<file path="src/rtl/rvv_alu_pkg.sv">
// -----------------------------------------------------------------------------
// rvv_alu_pkg
// Shared definitions for the vector ALU result path.
//   ALU_RES_t        : one result record {tag, data, sat} at the default widths
//   ALU_*            : default parameters of rvv_backend_alu_result_pipe
//   alu_res_w()      : packed width of a {tag, data, sat} record for any widths
// -----------------------------------------------------------------------------
package rvv_alu_pkg;

    localparam int ALU_NUM_SRC = 4;
    localparam int ALU_DATA_W  = 128;
    localparam int ALU_TAG_W   = 4;
    localparam int ALU_DEPTH   = 2;
    localparam int ALU_SAT_W   = ALU_DATA_W / 8;
    localparam int ALU_RES_W   = ALU_TAG_W + ALU_DATA_W + ALU_SAT_W;

    typedef struct packed {
        logic [ALU_TAG_W-1:0]  tag;
        logic [ALU_DATA_W-1:0] data;
        logic [ALU_SAT_W-1:0]  sat;
    } ALU_RES_t;

    // Records are carried flat as {tag, data, sat}; one saturation bit per byte.
    function automatic int alu_res_w(input int tag_w, input int data_w);
        return tag_w + data_w + data_w / 8;
    endfunction

endpackage

</file>
<file path="src/rtl/rvv_backend_alu_res_fifo.sv">
// -----------------------------------------------------------------------------
// rvv_backend_alu_res_fifo
// In-order FIFO with two write ports and one read port.
//   clk, rst            : clock, synchronous active-high reset
//   wr0_en / wr0_data   : older write of the cycle
//   wr1_en / wr1_data   : younger write of the cycle (lands after wr0)
//   rd_en               : pop the head (only when cnt != 0)
//   head                : current head entry
//   cnt                 : occupancy, 0..DEPTH
//   free                : slots usable this cycle, counting a same-cycle pop
// The caller never writes more entries than `free` reports.
// -----------------------------------------------------------------------------
module rvv_backend_alu_res_fifo #(
    parameter int WIDTH = 8,
    parameter int DEPTH = 2,
    localparam int CNT_W = $clog2(DEPTH + 1)
) (
    input  logic             clk,
    input  logic             rst,
    input  logic             wr0_en,
    input  logic [WIDTH-1:0] wr0_data,
    input  logic             wr1_en,
    input  logic [WIDTH-1:0] wr1_data,
    input  logic             rd_en,
    output logic [WIDTH-1:0] head,
    output logic [CNT_W-1:0] cnt,
    output logic [CNT_W-1:0] free
);

    localparam int PTR_W = (DEPTH > 1) ? $clog2(DEPTH) : 1;

    logic [WIDTH-1:0] mem [DEPTH];
    logic [PTR_W-1:0] wr_ptr;
    logic [PTR_W-1:0] rd_ptr;

    // Pointers wrap explicitly so non-power-of-two depths work.
    function automatic logic [PTR_W-1:0] ptr_inc(input logic [PTR_W-1:0] p);
        return (p == PTR_W'(DEPTH - 1)) ? '0 : p + 1'b1;
    endfunction

    // Compact the two write ports: whichever is present first takes wr_ptr.
    logic             first_en;
    logic [WIDTH-1:0] first_data;
    logic             second_en;

    assign first_en   = wr0_en | wr1_en;
    assign first_data = wr0_en ? wr0_data : wr1_data;
    assign second_en  = wr0_en & wr1_en;

    assign head = mem[rd_ptr];
    assign free = CNT_W'(DEPTH) - cnt + CNT_W'(rd_en);

    always_ff @(posedge clk) begin
        if (first_en)
            mem[wr_ptr] <= first_data;
        if (second_en)
            mem[ptr_inc(wr_ptr)] <= wr1_data;
    end

    always_ff @(posedge clk) begin
        if (rst) begin
            wr_ptr <= '0;
            rd_ptr <= '0;
            cnt    <= '0;
        end else begin
            if (second_en)
                wr_ptr <= ptr_inc(ptr_inc(wr_ptr));
            else if (first_en)
                wr_ptr <= ptr_inc(wr_ptr);
            if (rd_en)
                rd_ptr <= ptr_inc(rd_ptr);
            cnt <= cnt + CNT_W'(first_en) + CNT_W'(second_en) - CNT_W'(rd_en);
        end
    end

endmodule

</file>
<file path="src/rtl/rvv_backend_alu_result_pipe.sv">
// -----------------------------------------------------------------------------
// rvv_backend_alu_result_pipe
// Stages ALU results from NUM_SRC p0 sources towards the ROB, in order.
//   clk, rst                      : clock, synchronous active-high reset
//   src_valid/2cycle/tag/data/sat : per-source results (src_valid one-hot or 0)
//   pop_rs                        : the selected source is accepted this cycle
//   p1_valid/tag/data/sat         : p1 stage contents to the external p1 unit
//   p1_res_data/p1_res_sat        : combinational result of the p1 unit
//   res_valid/tag/data/sat        : result to the ROB
//   res_ready                     : ROB accepts the result
//   busy                          : FIFO non-empty or p1 occupied
//
// Handshake: a transfer happens on every cycle where the valid and its
// matching ready/pop are both high (res_valid & res_ready towards the ROB,
// src_valid & pop_rs from the sources). res_valid never depends on res_ready;
// pop_rs may. Once res_valid is high without res_ready, res_* hold their
// values until the transfer completes.
//
// Age order is FIFO (oldest) > p1 stage > current p0 source; the head is
// always the oldest live item, and same-cycle FIFO writes put p1 before p0.
// -----------------------------------------------------------------------------
module rvv_backend_alu_result_pipe
    import rvv_alu_pkg::*;
#(
    parameter int NUM_SRC = ALU_NUM_SRC,
    parameter int DATA_W  = ALU_DATA_W,
    parameter int TAG_W   = ALU_TAG_W,
    parameter int DEPTH   = ALU_DEPTH,
    localparam int SAT_W  = DATA_W / 8
) (
    input  logic                      clk,
    input  logic                      rst,
    input  logic [NUM_SRC-1:0]        src_valid,
    input  logic [NUM_SRC-1:0]        src_2cycle,
    input  logic [NUM_SRC*TAG_W-1:0]  src_tag,
    input  logic [NUM_SRC*DATA_W-1:0] src_data,
    input  logic [NUM_SRC*SAT_W-1:0]  src_sat,
    output logic                      pop_rs,
    output logic                      p1_valid,
    output logic [TAG_W-1:0]          p1_tag,
    output logic [DATA_W-1:0]         p1_data,
    output logic [SAT_W-1:0]          p1_sat,
    input  logic [DATA_W-1:0]         p1_res_data,
    input  logic [SAT_W-1:0]          p1_res_sat,
    output logic                      res_valid,
    output logic [TAG_W-1:0]          res_tag,
    output logic [DATA_W-1:0]         res_data,
    output logic [SAT_W-1:0]          res_sat,
    input  logic                      res_ready,
    output logic                      busy
);

    localparam int RES_W = alu_res_w(TAG_W, DATA_W);
    localparam int SEL_W = (NUM_SRC > 1) ? $clog2(NUM_SRC) : 1;
    localparam int CNT_W = $clog2(DEPTH + 1);

    // ---------------- source selection (lowest index wins) ----------------
    logic [SEL_W-1:0] sel_idx;
    logic             any_valid;
    logic             sel_2c;
    logic [RES_W-1:0] sel_res;

    always_comb begin
        sel_idx   = '0;
        any_valid = 1'b0;
        for (int i = NUM_SRC - 1; i >= 0; i--) begin
            if (src_valid[i]) begin
                sel_idx   = SEL_W'(i);
                any_valid = 1'b1;
            end
        end
    end

    assign sel_2c  = src_2cycle[sel_idx];
    assign sel_res = {src_tag[sel_idx*TAG_W +: TAG_W],
                      src_data[sel_idx*DATA_W +: DATA_W],
                      src_sat[sel_idx*SAT_W +: SAT_W]};

    // ---------------- p1 stage ----------------
    logic             p1_valid_q;
    logic [RES_W-1:0] p1_q;
    logic [RES_W-1:0] p1_res;

    assign p1_tag  = p1_q[RES_W-1 -: TAG_W];
    assign p1_data = p1_q[SAT_W +: DATA_W];
    assign p1_sat  = p1_q[SAT_W-1:0];
    assign p1_res  = {p1_tag, p1_res_data, p1_res_sat};

    // ---------------- FIFO ----------------
    logic             fifo_wr0;
    logic             fifo_wr1;
    logic             fifo_rd;
    logic [RES_W-1:0] fifo_head;
    logic [CNT_W-1:0] cnt;
    logic [CNT_W-1:0] free;

    rvv_backend_alu_res_fifo #(
        .WIDTH (RES_W),
        .DEPTH (DEPTH)
    ) u_fifo (
        .clk      (clk),
        .rst      (rst),
        .wr0_en   (fifo_wr0),
        .wr0_data (p1_res),
        .wr1_en   (fifo_wr1),
        .wr1_data (sel_res),
        .rd_en    (fifo_rd),
        .head     (fifo_head),
        .cnt      (cnt),
        .free     (free)
    );

    // ---------------- head selection and accept ----------------
    logic fifo_nonempty;
    logic offer;
    logic head_is_fifo;
    logic head_is_p1;
    logic head_is_p0;
    logic deq;
    logic p1_drain;
    logic p1_wr;
    logic p1_ok;
    logic accept_2c;
    logic accept_1c;

    assign fifo_nonempty = (cnt != '0);
    assign offer         = any_valid && !rst;

    // A p0 head only arises with an empty pipe, where a single-cycle uop is
    // always accepted; this keeps res_valid free of any res_ready path.
    assign head_is_fifo = !rst && fifo_nonempty;
    assign head_is_p1   = !rst && !fifo_nonempty && p1_valid_q;
    assign head_is_p0   = offer && !fifo_nonempty && !p1_valid_q && !sel_2c;

    assign res_valid = head_is_fifo || head_is_p1 || head_is_p0;
    assign {res_tag, res_data, res_sat} = head_is_fifo ? fifo_head :
                                          head_is_p1   ? p1_res    : sel_res;

    assign deq     = res_valid && res_ready;
    assign fifo_rd = deq && head_is_fifo;

    // p1 leaves either straight to the ROB or into a free FIFO slot.
    assign p1_drain = p1_valid_q && !rst && ((head_is_p1 && deq) || (free != '0));
    assign p1_wr    = p1_drain && !(head_is_p1 && deq);
    assign p1_ok    = !p1_valid_q || p1_drain;

    assign accept_2c = offer && sel_2c && p1_ok;
    assign accept_1c = offer && !sel_2c && p1_ok &&
                       ((free > CNT_W'(p1_wr)) || (head_is_p0 && deq));

    assign pop_rs   = accept_2c || accept_1c;
    assign fifo_wr0 = p1_wr;
    assign fifo_wr1 = accept_1c && !(head_is_p0 && deq);

    always_ff @(posedge clk) begin
        if (rst)
            p1_valid_q <= 1'b0;
        else if (accept_2c)
            p1_valid_q <= 1'b1;
        else if (p1_drain)
            p1_valid_q <= 1'b0;
    end

    always_ff @(posedge clk) begin
        if (accept_2c)
            p1_q <= sel_res;
    end

    // Status outputs read as idle for the whole reset cycle.
    assign p1_valid = p1_valid_q && !rst;
    assign busy     = !rst && (fifo_nonempty || p1_valid_q);

endmodule

</file>
<file path="config.mk">
export PLATFORM = sky130hd
export DESIGN_NAME = rvv_backend_alu_result_pipe
export DESIGN_NICKNAME = d
export VERILOG_FILES = /design/src/rtl/rvv_alu_pkg.sv /design/src/rtl/rvv_backend_alu_res_fifo.sv /design/src/rtl/rvv_backend_alu_result_pipe.sv
export SDC_FILE = /design/constraint.sdc
export NUM_CORES = 1
export LEC_CHECK = 0
export BUFFER_PORTS_ARGS = -buffer_cell sky130_fd_sc_hd__buf_2
export CORE_AREA = 4 4 407 409
export CTS_BUF_LIST = sky130_fd_sc_hd__clkbuf_2
export CTS_CLUSTER_DIAMETER = 80
export DETAILED_ROUTE_END_ITERATION = 12
export DIE_AREA = 0 0 411 413
export SLEW_MARGIN = 15
export SYNTH_ARGS = -nofsm -noshare
export SYNTH_HDL_FRONTEND = slang
export SYNTH_SLANG_ARGS = --single-unit
</file>
<file path="constraint.sdc">
create_clock -name clk -period 15.8 [get_ports clk]
set_input_delay 0.79 -clock clk [delete_from_list [all_inputs] [get_ports clk]]
set_output_delay 0.79 -clock clk [all_outputs]
set_load 0.05 [all_outputs]
</file>
==> results.sh, run 1 <==
export IMPL_first_iter_violations=2248
export IMPL_synth_seq_cells=450
export IMPL_grt_use_total_pct=16.60
export IMPL_avgSynthCellArea_um2=16.11
export IMPL_yosysUniqueCellTypes=42
export IMPL_critPathSlowestCell="buf_4"
export IMPL_cpPeakStageDelay_ns=0.69
export IMPL_critPathKind="register to register"
export IMPL_power_switching_uw=2383
export IMPL_h_tree_depth=4
export IMPL_r2r_slack_ns=9.55
export IMPL_hold_buffers=720
export IMPL_cts_tree="yes"
export IMPL_p_int_uw=2798
export IMPL_synth_area_top_cells="edfxtp_1 (53%), mux4_2 (13%), mux2_1 (9.0%)"
export IMPL_regToRegEndpoint="u_fifo.mem[1][92]"
export IMPL_fin_nets=4103
export IMPL_synth_top_area_share_pct=53.14
export IMPL_drive_above_1_share_pct=45.10
export IMPL_rsz0062_at_grt="false"
export IMPL_synthArstFlopShare_pct=0
export IMPL_rr_startpoint="u_fifo.cnt[1]"
export IMPL_row_count=148
export IMPL_cts_resized=0
export IMPL_dp_hpwl_um=106500
export IMPL_synthCells=1557
export IMPL_startpoint_type="register"
export IMPL_cap_violations=0
export IMPL_worstSetupStartpoint="u_fifo.cnt[1]"
export IMPL_insertion_delay_ns=1.37
export IMPL_use_met1_pct=20.34
export IMPL_vias=24935
export IMPL_io_pins=1047
export IMPL_tns_ns=0
export IMPL_fp_dieH_um=413
export IMPL_worst_hold_path_endpoint="u_fifo.mem[0][138]"
export IMPL_use_met2_pct=25.71
export IMPL_start_util_pct=15.48
export IMPL_critical_path_required_ns=16.86
export IMPL_yosys_area_top_type="edfxtp_1"
export IMPL_die_x_um=411
export IMPL_synth_fp_nets=2310
export IMPL_hold_path_depth=3
export IMPL_cpMostUsedCell="nor2_1"
export IMPL_post_route_min_period_ns=6.252
export IMPL_power_uw=5182
export IMPL_syn_cell_area_um2=25090
export IMPL_io_buffers=1046
export IMPL_final_setup_skew_ns=0.1062
export IMPL_viasPerCell=4.409
export IMPL_post_route_period_util_pct=39.57
export IMPL_synth_most_common_cell="edfxtp_1"
export IMPL_crit_path_end_kind="register"
export IMPL_hold_worst_slack_ns=0.3523
export IMPL_synth_warnings=0
export IMPL_worstPathCellList="nor2_1 -> nor2_1 -> nand2_1 -> ha_1 -> xor2_1 -> a221oi_4 -> ha_1 -> nor2_1 -> o21ai_0 -> a31o_2 -> nor2_1 -> and2_1 -> ha_1 -> and2b_4 -> buf_4 -> buf_4 -> mux2_1 -> dlygate4sd3_1"
export IMPL_combPwrFrac_pct=49.6
export IMPL_ant_nets=0
export IMPL_coreArea_um2=162000
export IMPL_dieArea_um2=169700
export IMPL_clockPowerShare_pct=19.0
export IMPL_peakVddDrop_v=0.00009322
export IMPL_overflow=0
export IMPL_root_buffer="clkbuf_2"
export IMPL_first_global_vias=25303
export IMPL_clk_pin_slew_worst_paths_ns=0.11
export IMPL_setup_viol=0
export IMPL_clock_fmax_mhz=160.0
export IMPL_detail_route_first_pass_iterations=6
export IMPL_pre_cts_slack_ns=9.914
export IMPL_p_sw_share_pct=46.00
export IMPL_leakage_uw=0.01551
export IMPL_area_delta_synth_final_pct=63.43
export IMPL_synth_edf_count=444
export IMPL_power_frac_seq_pct=31.5
export IMPL_hp_class="primary input to register"
export IMPL_cts_sinks=450
export IMPL_holdCritStartpoint="p1_res_data[122]"
export IMPL_yosysSeqAreaShare_pct=53.62
export IMPL_top_usage_layer="met2"
export IMPL_setup_ws_ns=9.548
export IMPL_cp_max_fo=48
export IMPL_cts_setup_buffers=0
export IMPL_remaining_drc_errors=0
export IMPL_cts_buffer_depth=3
export IMPL_wire_per_inst_um=26.23
export IMPL_tightest_slew_ns=0.9691
export IMPL_antenna_found_initial=121
export IMPL_final_hold_violation_count=0
export IMPL_cts_buffers=133
export IMPL_powerDensity_nw_per_um2=126.4
export IMPL_cp_arrival_ns=7.31
export IMPL_grt_max_degree=153
export IMPL_status="completed"
export IMPL_place_congestion=0.9328
export IMPL_synth_ff_type="edfxtp_1"
export IMPL_yosys_top_cells_count="edfxtp_1 (444), mux2_1 (200), o21ai_0 (153)"
export IMPL_relSlewSlack_pct=35.39
export IMPL_totalWireLength_um=148300
export IMPL_r2r_cells=18
export IMPL_met3_usage_pct=6.452
export IMPL_drv_slew=0
export IMPL_grt_pass1_wl_um=198000
area by class of cell:
type / instances / area, um^2
diodes: 34 / 85.08
clock buffers: 191 / 955.9
clock inverters: 40 / 305.3
fillers: 17058 / 121000
inverters: 6 / 22.52
multi-input cells: 953 / 10700
flip-flops and latches: 450 / 13460
well taps: 2175 / 2721
repair buffers: 1806 / 12750
worst max-delay path: cells and delay by family, from the launching register on:
family                   cells  cell delay (ns)
multiplexers                 1             0.38
AO/OA/AOI/OAI                3             0.76
buffers and inverters        3             1.76
AND/OR/NAND/NOR              7             1.44
adder cells (fa/ha/maj)      3             0.66
XOR/XNOR                     1             0.19
flip-flops                   1             0.59
power by group through the flow:
stage	combinational [uW]	clock [uW]	sequential, uW
2_1_floorplan	1470	0	1790
3_3_place_gp	2270	0	1650
3_5_place_dp	2280	0	1660
4_1_cts	2550	1020	1630
5_1_grt	2690	1090	1640
6_report	2570	983	1630
cell usage in the layout, fill, tap and decap left out, types with 3 or more instances in the layout:
| cell type | count |
|---|---|
| diode_2 | 34 |
| nor2_1 | 12 |
| mux2i_1 | 148 |
| dlygate4sd3_1 | 720 |
| nor2b_1 | 3 |
| dfxtp_1 | 5 |
| mux2_1 | 200 |
| o21ai_0 | 153 |
| clkbuf_2 | 191 |
| clkinv_2 | 4 |
| mux4_2 | 148 |
| a31o_2 | 3 |
| buf_4 | 39 |
| nor3_1 | 3 |
| bufinv_16 | 5 |
| edfxtp_1 | 444 |
| nand2_1 | 6 |
| xor2_1 | 3 |
| buf_2 | 1046 |
| inv_2 | 3 |
| o221ai_1 | 148 |
| inv_1 | 6 |
| clkinv_1 | 24 |
| mux2_2 | 96 |
| ha_1 | 5 |
worst max-delay path by stage:
stage	endpoint	slack [ns]	cells after the start
2_1_floorplan	p1_q[0]	7.24	8
3_3_place_gp	u_fifo.mem[1][89]	9.86	14
5_1_grt	u_fifo.mem[1][92]	9.18	18
3_5_place_dp	u_fifo.mem[1][91]	9.91	17
6_report	u_fifo.mem[1][92]	9.55	18
4_1_cts	u_fifo.mem[1][92]	9.48	18
registers in the layout, summed over array words and instances (netlist names), named ones only:
| signal | count |
|---|---|
| u_fifo.cnt | 2 |
| p1_q | 148 |
| u_fifo.rd_ptr | 1 |
| u_fifo.wr_ptr | 1 |
| p1_valid_q | 1 |
| u_fifo.mem | 296 |
metal layers:
metal | part of all wire [%] | routed length (um) | up-vias
met4 | 3.9 | 5812 | 40
met5 | 0.40 | 588 | -
met2 | 45 | 67350 | 1642
met1 | 40 | 58850 | 12562
met3 | 11 | 15710 | 368
li1 | - | - | 10323
metrics by stage:
step / area [um^2] / instances / util [%]
global placement: 32450 / 4670 / 20.03
CTS: 40920 / 5621 / 25.25
global route: 40980 / 5645 / 25.29
floorplan: 25090 / 1557 / -
detailed placement: 32450 / 4670 / 20.03
finish: 41010 / 5655 / 25.31
kinds of logic (layout without fill, tap and decap cells):
kind of cell | count (synthesis) | in the layout | share of synthesized area [%]
fa+ha+maj | 8 | 8 | 0.4089
compound gates | 312 | 312 | 8.637
buf+inv | 154 | 2043 | 3.930
other cells | 0 | 34 | 0
flops | 450 | 450 | 53.62
simple gates | 36 | 36 | 0.7581
mux | 592 | 592 | 32.47
xor+xnor | 5 | 5 | 0.1746
Note: power is estimated with default switching activity, not from simulation.
==> run 2: changes to the inputs <==
==> constraint.sdc (replaced) <==
create_clock -name clk -period 6.47 [get_ports clk]
set_input_delay 0.3235 -clock clk [delete_from_list [all_inputs] [get_ports clk]]
set_output_delay 0.3235 -clock clk [all_outputs]
set_load 0.05 [all_outputs]
==> run 2 against run 1 <==
- the flow now stops in clock tree synthesis (4_1_cts)
- synthesized cell count unchanged
- synthesized area unchanged
==> results.sh, run 2 <==
export IMPL_status="aborted with a tool error"
export IMPL_lastStage="clock tree synthesis (4_1_cts)"
export IMPL_toolErrorMsg="[ERROR RSZ-0060] Max buffer count reached."
export IMPL_cts_setup_buffers=0
export IMPL_synthCells=1557
export IMPL_synth_seq_cells=450
export IMPL_avgSynthCellArea_um2=16.11
export IMPL_io_pins=1047
export IMPL_cts_buffer_depth=3
export IMPL_synth_warnings=0
export IMPL_root_buffer="clkbuf_2"
export IMPL_hold_buffers=981
export IMPL_synth_area_top_cells="edfxtp_1 (53%), mux4_2 (13%), mux2_1 (9.0%)"
export IMPL_dp_cells=4678
export IMPL_synth_fp_nets=2310
export IMPL_h_tree_depth=4
export IMPL_syn_cell_area_um2=25090
export IMPL_yosys_area_top_type="edfxtp_1"
export IMPL_synth_edf_count=444
export IMPL_yosysSeqAreaShare_pct=53.62
export IMPL_row_count=148
export IMPL_fp_dieH_um=413
export IMPL_synth_ff_type="edfxtp_1"
export IMPL_start_util_pct=15.48
export IMPL_cts_buffers=132
export IMPL_dp_hpwl_um=104600
export IMPL_die_x_um=411
export IMPL_synth_most_common_cell="edfxtp_1"
export IMPL_cts_resized=0
export IMPL_cts_sinks=450
export IMPL_io_buffers=1046
export IMPL_place_congestion=0.9287
export IMPL_synth_top_area_share_pct=53.14
export IMPL_yosys_top_cells_count="edfxtp_1 (444), mux2_1 (200), o21ai_0 (153)"
export IMPL_synthArstFlopShare_pct=0
export IMPL_yosysUniqueCellTypes=42
## run 2: cell counts after synthesis
No cell type changed its count.
## run 2: per-stage QoR
step,hold slack (ns),instance area [um^2],util (%),setup slack [ns],setup TNS [ns]
global placement,0.4888,32740,20.20,1.578,0
floorplan,0.4725,25090,-,-0.01424,-4.215
detailed placement,0.4884,32740,20.20,1.544,0
## run 2: cell families after synthesis
| group | Yosys count | synth area share, % |
|---|---|---|
| DFF | 450 | 53.62 |
| adders and majority gates | 8 | 0.4089 |
| and+or+nand+nor | 36 | 0.7581 |
| AOI/OAI and AO/OA | 312 | 8.637 |
| xor gates and xnor gates | 5 | 0.1746 |
| muxes | 592 | 32.47 |
| buffers and inverters | 154 | 3.930 |
==> run 3: changes to the inputs <==
--- a/config.mk
+++ b/config.mk
@@ -7,10 +7,9 @@
 export LEC_CHECK = 0
 export BUFFER_PORTS_ARGS = -buffer_cell sky130_fd_sc_hd__buf_2
 export CORE_AREA = 4 4 407 409
-export CTS_BUF_LIST = sky130_fd_sc_hd__clkbuf_2
-export CTS_CLUSTER_DIAMETER = 80
 export DETAILED_ROUTE_END_ITERATION = 12
 export DIE_AREA = 0 0 411 413
+export PLACE_DENSITY_LB_ADDON = 0.15
 export SLEW_MARGIN = 15
 export SYNTH_ARGS = -nofsm -noshare
 export SYNTH_HDL_FRONTEND = slang
==> run 3 against run 2 <==
- the flow now finishes without violations
==> results.sh, run 3 (synthesis gave the netlist of run 1 again) <==
export IMPL_cts_resized=0
export IMPL_drv_slew=0
export IMPL_coreArea_um2=162000
export IMPL_peakVddDrop_v=0.0001773
export IMPL_vias=19885
export IMPL_pre_cts_slack_ns=1.553
export IMPL_setup_ws_ns=1.620
export IMPL_final_hold_violation_count=0
export IMPL_leakage_uw=0.01332
export IMPL_die_x_um=411
export IMPL_row_count=148
export IMPL_startpoint_type="register"
export IMPL_cts_buffer_depth=3
export IMPL_detail_route_first_pass_iterations=5
export IMPL_critical_path_required_ns=6.85
export IMPL_cts_setup_buffers=0
export IMPL_dp_hpwl_um=88200
export IMPL_final_area_um2=36340
export IMPL_cap_violations=0
export IMPL_setup_viol=0
export IMPL_fillCellCount=17453
export IMPL_area_delta_synth_final_pct=44.85
export IMPL_post_route_min_period_ns=4.850
export IMPL_dieArea_um2=169700
export IMPL_overflow=0
export IMPL_drive_above_1_share_pct=52.15
export IMPL_io_buffers=1046
export IMPL_rsz0062_at_grt="false"
export IMPL_grt_use_total_pct=13.10
export IMPL_fin_nets=3474
export IMPL_hp_class="primary input to register"
export IMPL_remaining_drc_errors=0
export IMPL_place_congestion=0.8122
export IMPL_start_util_pct=15.48
export IMPL_post_route_period_util_pct=74.96
export IMPL_powerDensity_nw_per_um2=366.0
export IMPL_layout_commonest_cell="buf_2"
export IMPL_final_setup_skew_ns=0.02363
export IMPL_cts_tree="yes"
export IMPL_viasPerCell=4.013
export IMPL_first_iter_violations=957
export IMPL_cpPeakStageDelay_ns=0.73
export IMPL_largest_reg_flops=296
export IMPL_largest_register="u_fifo.mem"
export IMPL_crit_path_end_kind="register"
export IMPL_status="completed"
export IMPL_worstPathCellList="nor2_1 -> nor2_1 -> nand2_1 -> ha_1 -> xor2_1 -> a221oi_4 -> ha_1 -> nor2_1 -> o21ai_0 -> a31o_2 -> nor2_1 -> and2_1 -> ha_1 -> and2b_4 -> buf_12 -> mux2_1"
export IMPL_cp_max_fo=39
export IMPL_grt_max_degree=155
export IMPL_fp_dieH_um=413
export IMPL_clock_fmax_mhz=206.2
export IMPL_placed_cell_area_um2=32760
export IMPL_reg_top3="u_fifo.mem x296, p1_q x148, u_fifo.cnt x2"
export IMPL_ant_nets=0
export IMPL_antenna_found_initial=33
export IMPL_tightest_slew_ns=0.9903
export IMPL_totalWireLength_um=117100
export IMPL_grt_pass1_wl_um=160400
export IMPL_mostFrequentLayoutCells="buf_2 (1,046), edfxtp_1 (444), mux2_1 (200)"
export IMPL_critPathSlowestCell="and2b_4"
export IMPL_cts_sinks=450
export IMPL_wire_per_inst_um=23.64
export IMPL_cts_buffers=66
export IMPL_insertion_delay_ns=0.64
export IMPL_clk_pin_slew_worst_paths_ns=0.05
export IMPL_critPathKind="register to register"
export IMPL_io_pins=1047
export IMPL_root_buffer="clkbuf_16"
export IMPL_hold_buffers=146
export IMPL_relSlewSlack_pct=33.98
export IMPL_cp_arrival_ns=5.23
export IMPL_first_global_vias=21199
export IMPL_cpMostUsedCell="nor2_1"
export IMPL_h_tree_depth=3
[run 3: report_power, final]
part / leakage [uW] / internal (uW) / switching [uW]
sequential: 0.00415 / 3840 / 152
clock: 0.00102 / 2130 / 1490
combinational: 0.00815 / 1630 / 4050
total: 0.0133 / 7610 / 5700
[run 3: final timing paths]
path,depth (start not counted),slack [ns],to,startpoint
setup / recovery,16,1.62,u_fifo.mem[1][93],u_fifo.cnt[1]
setup reg to reg,16,1.62,u_fifo.mem[1][93],u_fifo.cnt[1]
hold reg to reg,2,0.50,register,u_fifo.rd_ptr
hold / removal,2,0.13,p1_q[141],src_data[509]
[run 3: area by class of cell]
cell class / count / area (um^2) / area share (%)
Multi-Input combinational cell: 953 / 10700 / 29.45
Inverter: 6 / 22.52 / 0.06197
Timing Repair Buffer: 1244 / 7312 / 20.12
Antenna cell: 9 / 22.52 / 0.06197
Clock inverter: 37 / 395.4 / 1.088
Tap cell: 2175 / 2721 / 7.488
Clock buffer: 81 / 1708 / 4.699
Sequential cell: 450 / 13460 / 37.03
[run 3: stage by stage]
| step | std cells | power (uW) | utilization (%) | TNS [ns] | hold slack, ns |
|---|---|---|---|---|---|
| after global routing | 4951 | 14000 | 22.42 | 0 | 0.06997 |
| after global placement | 4682 | 9807 | 20.22 | 0 | 0.4911 |
| after floorplan | 1557 | 7954 | - | -4.215 | 0.4725 |
| after detailed placement | 4682 | 9805 | 20.22 | 0 | 0.4923 |
| after CTS | 4946 | 13650 | 22.42 | 0 | 0.02338 |
| final | 4955 | 13300 | 22.43 | 0 | 0.1294 |
[run 3: routing by layer]
layer / vias up / share of wire, % / GRT usage, %
met3: 158 / 6.8 / 3.481
met5: - / 0.083 / 0
met2: 748 / 48 / 21.90
li1: 8942 / - / -
met4: 14 / 3.3 / 4.945
met1: 10023 / 42 / 16.13
[run 3: critical path, delay by kind of cell (launching register included)]
family          cells  cell delay (ns)
xor+xnor            1             0.19
flops               1             0.57
simple gates        7             1.54
fa+ha+maj           3             0.65
mux                 1             0.35
buf+inv             1             0.35
compound gates      3             0.83
==> run 4: changes to the inputs <==
==> constraint.sdc (replaced) <==
create_clock -name clk -period 4.59 [get_ports clk]
set_input_delay 0.2295 -clock clk [delete_from_list [all_inputs] [get_ports clk]]
set_output_delay 0.2295 -clock clk [all_outputs]
set_load 0.05 [all_outputs]
==> run 4 against run 3 <==
- global-route usage decreased by 0.55 points
- critical endpoint is now u_fifo.mem[1][104]
- largest power group unchanged
- combinational power up 44%
- power up 37%
==> results.sh, run 4 (synthesis gave the netlist of run 1 again) <==
export IMPL_die_x_um=411
export IMPL_remaining_drc_errors=0
export IMPL_hp_class="primary input to register"
export IMPL_multi_input_area_um2=10700
export IMPL_viasPerCell=3.978
export IMPL_cts_buffer_depth=3
export IMPL_cts_resized=0
export IMPL_regArea_um2=13460
export IMPL_holdCritStartpoint="src_data[314]"
export IMPL_cts_setup_buffers=0
export IMPL_grt_max_degree=163
export IMPL_cp_max_fo=40
export IMPL_tightest_slew_ns=0.9217
export IMPL_cap_violations=0
export IMPL_startpoint_type="register"
export IMPL_r2r_slack_ns=0.40
export IMPL_row_count=148
export IMPL_overflow=0
export IMPL_drv_slew=0
export IMPL_grt_use_total_pct=12.56
export IMPL_layout_commonest_cell="buf_2"
export IMPL_r2r_cells=17
export IMPL_totalWireLength_um=112700
export IMPL_cts_tree="yes"
export IMPL_hold_path_depth=2
export IMPL_final_setup_skew_ns=0.007912
export IMPL_critPathKind="register to register"
export IMPL_peakVddDrop_v=0.0004302
export IMPL_post_route_min_period_ns=4.192
export IMPL_antenna_found_initial=25
export IMPL_largest_register="u_fifo.mem"
export IMPL_fp_dieH_um=413
export IMPL_status="completed"
export IMPL_dieArea_um2=169700
export IMPL_detail_route_first_pass_iterations=5
export IMPL_mostFrequentLayoutCells="buf_2 (1,046), edfxtp_1 (444), dlygate4sd3_1 (228)"
export IMPL_insertion_delay_ns=0.63
export IMPL_rsz0062_at_grt="false"
export IMPL_coreArea_um2=162000
export IMPL_powerDensity_nw_per_um2=489.4
export IMPL_grt_pass1_wl_um=156800
export IMPL_rr_startpoint="u_fifo.cnt[0]"
export IMPL_vias=20075
export IMPL_largest_reg_flops=296
export IMPL_first_global_vias=21672
export IMPL_wire_per_inst_um=22.34
export IMPL_relSlewSlack_pct=38.56
export IMPL_setup_viol=0
export IMPL_ant_nets=0
export IMPL_cts_buffers=60
export IMPL_io_buffers=1046
export IMPL_reg_top3="u_fifo.mem x296, p1_q x148, u_fifo.cnt x2"
export IMPL_cts_sinks=450
export IMPL_root_buffer="clkbuf_16"
export IMPL_place_congestion=0.7977
export IMPL_cp_arrival_ns=4.56
export IMPL_dp_hpwl_um=85790
export IMPL_critical_path_required_ns=4.96
export IMPL_crit_path_end_kind="register"
export IMPL_regToRegEndpoint="u_fifo.mem[1][104]"
export IMPL_h_tree_depth=2
export IMPL_worst_hold_path_endpoint="p1_q[74]"
export IMPL_tns_ns=0
export IMPL_start_util_pct=15.48
export IMPL_first_iter_violations=968
export IMPL_fillCellCount=17405
export IMPL_drive_above_1_share_pct=50.89
export IMPL_clk_pin_slew_worst_paths_ns=0.06
export IMPL_area_delta_synth_final_pct=48.15
export IMPL_final_hold_violation_count=0
export IMPL_io_pins=1047
export IMPL_clock_fmax_mhz=238.6
export IMPL_fin_nets=3579
export IMPL_leakage_uw=0.01369
export IMPL_hold_worst_slack_ns=0.07007
export IMPL_post_route_period_util_pct=91.32
## run 4: cell count changes in the layout (fill, tap and decap cells not counted), sizes merged
| cell | previous run | this run |
|---|---|---|
| buf | 1098 | 1127 |
| bufinv | 6 | 2 |
| clkbuf | 81 | 77 |
| clkinvlp | 0 | 1 |
| diode | 9 | 3 |
| dlygate4sd3 | 146 | 228 |
| inv | 12 | 6 |
## run 4: worst max-delay path: stages, from the launching register on
cell and delay [ns]:
dfxtp_1 0.56, nor2_1 0.19, nor2_1 0.14, nand2_1 0.09, ha_1 0.24, xor2_1 0.19, a221oi_4 0.26, ha_1 0.27
nor2_1 0.14, o21ai_0 0.09, a31o_2 0.24, nor2_1 0.12, and2_1 0.21, ha_1 0.16, and2b_4 0.20, buf_12 0.17
buf_12 0.20, mux2_1 0.35
## run 4: area by class of cell
type                    count  area share (%)
diodes                      3         0.02020
clock buffers              77           4.268
clock inverters            28          0.4612
inverters                   6         0.06059
multi-input cells         953           28.80
flip-flops and latches    450           36.20
well taps                2175           7.321
repair buffers           1355           22.87
## run 4: repair_timing
item,in CTS,in global routing
hold buffers,228,0
endpoints found under the setup margin,0,0
endpoints found under the hold margin,335,0
## run 4: worst max-delay path by stage
| stage | from | end | slack [ns] | cells after the start |
|---|---|---|---|---|
| after floorplan | u_fifo.cnt[1] | u_fifo.mem[0][0] | -0.23 | 13 |
| after global placement | u_fifo.cnt[0] | u_fifo.mem[1][127] | 0.33 | 17 |
| after detailed placement | u_fifo.cnt[0] | u_fifo.mem[1][127] | 0.42 | 17 |
| after CTS | u_fifo.cnt[0] | u_fifo.mem[1][102] | 0.39 | 17 |
| after global routing | u_fifo.cnt[0] | u_fifo.mem[1][115] | 0.08 | 17 |
| final | u_fifo.cnt[0] | u_fifo.mem[1][104] | 0.40 | 17 |
## run 4: power breakdown
group,leakage (uW),internal (uW),total (uW),switching (uW)
Sequential,0.00415,5400,5630,227
Combinational,0.00869,2490,8180,5690
Clock,0.000857,2510,4380,1870
## run 4: layer usage
metal	vias up	global-route usage [%]	part of all wire [%]
met5	-	0	0.035
li1	9131	-	-
met1	10110	15.73	42
met2	719	21.72	49
met4	8	3.113	2.3
met3	107	2.956	6.8
## run 4: through the flow
step | setup slack, ns | utilization (%) | instance area (um^2) | instances | total power (uW)
2_1_floorplan | -0.2339 | - | 25100 | 1557 | 11160
3_3_place_gp | 0.3309 | 20.44 | 33120 | 4711 | 13910
3_5_place_dp | 0.4231 | 20.44 | 33120 | 4711 | 13890
4_1_cts | 0.3895 | 22.94 | 37160 | 5044 | 18640
5_1_grt | 0.07610 | 22.94 | 37170 | 5045 | 19210
6_report | 0.3985 | 22.94 | 37170 | 5047 | 18190
